[src/rtl/pipe_pkg.sv]
// Shared types and constants for the stage-4 hit serializer.
//   PARALLEL_SIZE : lanes per input beat
//   PARA          : width of each per-lane index J
//   lane_idx_t    : lane number (0..PARALLEL_SIZE-1)
//   j_vec_t       : one beat of per-lane J values, packed lane-major
//   pipe_s4_state_e : serializer FSM states
package pipe_pkg;

    localparam int PARALLEL_SIZE = 12;
    localparam int PARA          = 16;

    typedef logic [3:0] lane_idx_t;
    typedef logic [PARALLEL_SIZE-1:0][PARA-1:0] j_vec_t;

    typedef enum logic {
        IDLE  = 1'b0,
        DRAIN = 1'b1
    } pipe_s4_state_e;

endpackage

[src/rtl/lane_prio_enc.sv]
// Combinational lowest-set-bit encoder over a lane mask.
//   mask   : lane mask to search
//   idx    : lowest set lane (0 when mask is empty)
//   any    : mask has at least one bit set
//   onehot : mask has exactly one bit set
module lane_prio_enc
    import pipe_pkg::*;
(
    input  logic [PARALLEL_SIZE-1:0] mask,
    output lane_idx_t                idx,
    output logic                     any,
    output logic                     onehot
);

    always_comb begin
        idx = '0;
        // Scan downward so the lowest set lane wins.
        for (int i = PARALLEL_SIZE - 1; i >= 0; i--) begin
            if (mask[i]) idx = lane_idx_t'(i);
        end
    end

    assign any    = |mask;
    // Clearing the lowest set bit leaves nothing iff exactly one bit was set.
    assign onehot = any && ((mask & (mask - 1'b1)) == '0);

endmodule

[src/rtl/pipe_stage4_serialize.sv]
// Stage-4 serializer: accepts one PARALLEL_SIZE-lane beat of
// (out-of-interval flag, J) and emits the J of each flagged lane, one per
// cycle in ascending lane order, on a valid/ready stream. Keeps a saturating
// count of emitted hits.
//   clk, rst          : clock, synchronous active-high reset
//   in_valid/in_ready : input beat handshake
//   flag_i, J_i       : per-lane flag and index from stage 3
//   out_valid/out_ready : output handshake
//   out_idx, out_lane : J and lane number of the emitted hit
//   out_last          : last flagged lane of the current beat
//   hit_cnt, clear_i  : saturating hit counter and its synchronous clear
module pipe_stage4_serialize
    import pipe_pkg::*;
#(
    parameter int CNT_W = 16
) (
    input  logic                     clk,
    input  logic                     rst,
    input  logic                     in_valid,
    output logic                     in_ready,
    input  logic [PARALLEL_SIZE-1:0] flag_i,
    input  j_vec_t                   J_i,
    output logic                     out_valid,
    input  logic                     out_ready,
    output logic [PARA-1:0]          out_idx,
    output lane_idx_t                out_lane,
    output logic                     out_last,
    output logic [CNT_W-1:0]         hit_cnt,
    input  logic                     clear_i
);

    pipe_s4_state_e           state;
    logic [PARALLEL_SIZE-1:0] pend;
    j_vec_t                   jhold;

    lane_idx_t lo_idx;
    logic      pend_any;
    logic      pend_onehot;

    lane_prio_enc u_enc (
        .mask   (pend),
        .idx    (lo_idx),
        .any    (pend_any),
        .onehot (pend_onehot)
    );

    // All out_* are functions of registered state only; gated to zero when
    // idle so stale holding-register contents never leak out.
    assign out_valid = (state == DRAIN) && pend_any;
    assign out_lane  = out_valid ? lo_idx : '0;
    assign out_idx   = out_valid ? jhold[lo_idx] : '0;
    assign out_last  = out_valid && pend_onehot;

    logic hs, load;
    assign hs       = out_valid && out_ready;
    // Accept a new beat while idle, or in the same cycle the final hit of
    // the current beat handshakes, so consecutive beats have no bubble.
    assign in_ready = (state == IDLE) || (hs && out_last);
    assign load     = in_valid && in_ready;

    always_ff @(posedge clk) begin
        if (rst) begin
            state   <= IDLE;
            pend    <= '0;
            jhold   <= '0;
            hit_cnt <= '0;
        end else begin
            if (load) begin
                pend  <= flag_i;
                state <= (flag_i != '0) ? DRAIN : IDLE;
                if (flag_i != '0) jhold <= J_i;
            end else if (hs) begin
                // Drop the lane just emitted.
                pend <= pend & (pend - 1'b1);
                if (out_last) state <= IDLE;
            end

            // Clear wins over a coincident hit.
            if (clear_i)
                hit_cnt <= '0;
            else if (hs && (hit_cnt != {CNT_W{1'b1}}))
                hit_cnt <= hit_cnt + 1'b1;
        end
    end

endmodule

[config.mk]
export PLATFORM = sky130hd
export DESIGN_NAME = pipe_stage4_serialize
export DESIGN_NICKNAME = d
export VERILOG_FILES = /design/src/rtl/pipe_pkg.sv /design/src/rtl/lane_prio_enc.sv /design/src/rtl/pipe_stage4_serialize.sv
export SDC_FILE = /design/constraint.sdc
export NUM_CORES = 1
export LEC_CHECK = 0
export ABC_AREA = 1
export ABC_CLOCK_PERIOD_IN_PS = 2900
export BUFFER_PORTS_ARGS = -buffer_cell sky130_fd_sc_hd__buf_2
export CAP_MARGIN = 15
export CORE_MARGIN = 2
export CORE_UTILIZATION = 55
export DETAILED_ROUTE_END_ITERATION = 8
export GPL_ROUTABILITY_DRIVEN = 0
export PLACE_DENSITY = 0.83
export SLEW_MARGIN = 0
export SYNTH_ARGS = -nofsm -noshare
export SYNTH_HDL_FRONTEND = slang
export SYNTH_SLANG_ARGS = --single-unit
[constraint.sdc]
create_clock -name clk -period 2.9 [get_ports clk]
set_input_delay 0.29 -clock clk [delete_from_list [all_inputs] [get_ports clk]]
set_output_delay 0.29 -clock clk [all_outputs]
set_load 0.05 [all_outputs]
==> results by group <==
Floorplan
  – # IOs: about 250
  – Row count: 52
  – Die Area: between 20000 and 25000 um2
  – Core Box Area: approximately 20000 um2
  – Initial cell density of the core: 0.5639
  – Die Y-Extent: 148.5 um
  – Die X: about 150 um

Clock network
  – CTS root buffer: clkbuf_16
  – TritonCTS Sinks: around 220
  – CTS Buffer Depth: 3
  – Clk_lat worst skew: ~0.52 ns
  – # H-tree levels: 1
  – CTS tree: done
  – Clk pin slew, worst setup/hold paths: roughly 0.060 ns
  – Inserted Clock Buffers: 24

Power
  – Max VDD drop: about 0.53 mV
  – Pwr/cell area: 644.7 nW/um2
  – Total power: around 9.3 mW
  – Static leakage: 7.723 nW

Synth
  – Most used DFF post-synth: dfxtp_1
  – Async S/R FF share, synth: 0
  – Yosys reg bits: between 200 and 250
  – Share of the synthesized area in the top cell type: 0.3853
  – EDFF count, synth: 0
  – Synth warnings: 0
  – Mean Syn Cell Area: 5.925 um2
  – Register area share after synthesis: 0.3853
  – Post-Synthesis Cell Area: 11480 um2
  – Mapped Nets: 2148
  – Netlist cell types: 30
  – Synth Instances: ~1900
  – Synth top area cells: dfxtp_1 (39%), nand2_1 (19%), nor2_1 (14%), nand3_1 (12%), inv_1 (8.4%)
  – Cell taking the most area after synthesis: dfxtp_1

GRT
  – Largest net degree at the start of global routing: between 100 and 150
  – First-pass GRT wire length: 55.23 mm
  – Tot GR Track Use: 0.3096
  – GRT overflow: 0
  – Antenna violations before repair: 0
  – Number of global-route vias before repair: about 11000

Placed design
  – Buffers on Ports: between 200 and 250
  – Post-place setup slack: ~0.21 ns
  – Post-DP Area: between 10000 and 15000 um2
  – Post-DP HPWL: about 24 mm

Timing
  – Max-slew violation count: 0
  – Fmax achieved: around 0.35 GHz
  – Worst setup margin: about 0.0065 ns
  – Slew headroom: 0.5043
  – Setup_tns: 0 ns
  – Final setup violation count: 0
  – Fin. Hold Viols: 0
  – Min cycle time layout: between 2 and 3 ns
  – Worst Max-Slew Pin Slew: roughly 0.74 ns
  – Tcrit/Tclk final: 0.9977
  – RSZ-0062 raised after global routing: true
  – Setup Skew: about 0.018 ns

Route
  – Number of DRC markers in iteration 0: roughly 1500
  – Vias: approximately 13000
  – Via density: 5.182
  – Routed wire length: 36.38 mm
  – Routed wire per std cell: 14.93 um
  – First-pass DRT Iterations: 6
  – DRC Markers: 0
  – Post-route ant nets: 0

Final layout
  – Fin nets: roughly 2400
  – Layout cells sized above 1: 0.1727
  – Highest-count cells in the layout ignoring fill and taps: nand2_1 (563), nor2_1 (434), inv_1 (245), nand3_1 (245), buf_2 (230)
  – Fin area: 14390 um2
  – Most common cell after layout, fill and taps aside: nand2_1
  – Area grow syn2layout: 25.30%

Run
  – Max-cap violations: 0

Min path
  – Hold WC Path Type: input port to flip-flop

Critical path
  – CP Capture Type: output port
  – WS Path Type: flip-flop to output port
  – Crit path DAT: 2.60 ns
  – Required time worst endpoint: approximately 2.6 ns
  – CP Launch Type: flip-flop
  – Crit-path max FO: 17
  – R2R Setup Slk: roughly 0.21 ns

Status
  – Status: finished, final reports clean
stage by stage:
step / std cells / hold slack [ns] / utilization
final: 2437 / 0.0008359 / 0.7066
after global routing: 2436 / 0.009477 / 0.7064
after CTS: 2427 / 0.0004809 / 0.6843
after detailed placement: 2369 / 0.4884 / 0.6325
after global placement: 2369 / 0.4712 / 0.6325
after floorplan: 1938 / 0.4249 / -
cell usage after synthesis (2+ instances only):
master	count
nand2_1	568
nor2_1	435
nand3_1	264
inv_1	257
dfxtp_1	221
clkbuf_1	57
buf_2	28
a21oi_1	21
o21ai_0	20
buf_4	17
nor3_1	9
buf_1	6
inv_2	6
nor4_1	4
buf_6	3
nor2_4	3
and3_1	2
clkinv_1	2
nand2_2	2
nor3b_1	2
o21ai_1	2
layout make-up:
type                       count  area [um2]
antenna                        1       2.502
inverter                     265        1007
tap                          270       337.8
multi-input combinational   1342        5715
timing repair buffer         295        2085
clock buffer                  36       726.9
sequential                   221        4427
fill                        1727        5976
clock inverter                 7       87.58
state kept, by name, indices dropped and copies added (netlist names):
name	cells
state	1
pend	12
hit_cnt	16
jhold	192
worst paths after layout:
| check | start | endpoint | cells past startpoint |
|---|---|---|---|
| hold / removal | J_i[17] | jhold[17] | 3 |
| setup / recovery | pend[2] | out_idx[4] | 12 |
| hold reg to reg | hit_cnt[9] | hit_cnt[9] | 2 |
| setup reg to reg | pend[2] | jhold[136] | 13 |
report_power, final:
part | total, mW | internal (mW) | switching [mW]
Combinational | 2.68 | 0.983 | 1.70
Sequential | 3.45 | 3.29 | 0.162
Clock | 3.15 | 1.90 | 1.24
Total | 9.28 | 6.17 | 3.10
cell families (layout without fill, tap and decap cells):
| kind of cell | count (synthesis) | after routing | share of synthesized area |
|---|---|---|---|
| simple gates | 1292 | 1293 | 0.4581 |
| buf+inv | 376 | 603 | 0.1335 |
| flops | 221 | 221 | 0.3853 |
| compound gates | 48 | 48 | 0.02212 |
| fa+ha+maj | 1 | 1 | 0.001089 |
| other cells | 0 | 1 | 0 |
what timing repair did:
item | in CTS | in global routing
pin swaps | 0 | 7
endpoints found under the setup margin | 17 | 17
gates resized for setup | 23 | 74
endpoints found under the hold margin | 14 | 0
hold buffers | 14 | 0
setup buffers | 0 | 1
gates cloned | 1 | 8
worst max-delay path, stage by stage (launching register included):
cell,delay (ns)
dfxtp_1,0.33
nor2_1,0.28
nand2_2,0.13
nor2_4,0.17
inv_2,0.08
o21ai_4,0.28
clkinv_1,0.12
buf_4,0.22
nand2_1,0.13
inv_1,0.05
nand2_1,0.07
inv_1,0.06
buf_6,0.15
per-layer routing:
layer / wire (um) / track usage / up-vias
met5: 0 / 0 / -
met4: 1523 / 0.1190 / 0
met3: 3818 / 0.04724 / 107
met2: 16060 / 0.4884 / 694
met1: 14970 / 0.4289 / 5578
li1: - / - / 6250
Note: power is estimated with default switching activity, not from simulation.
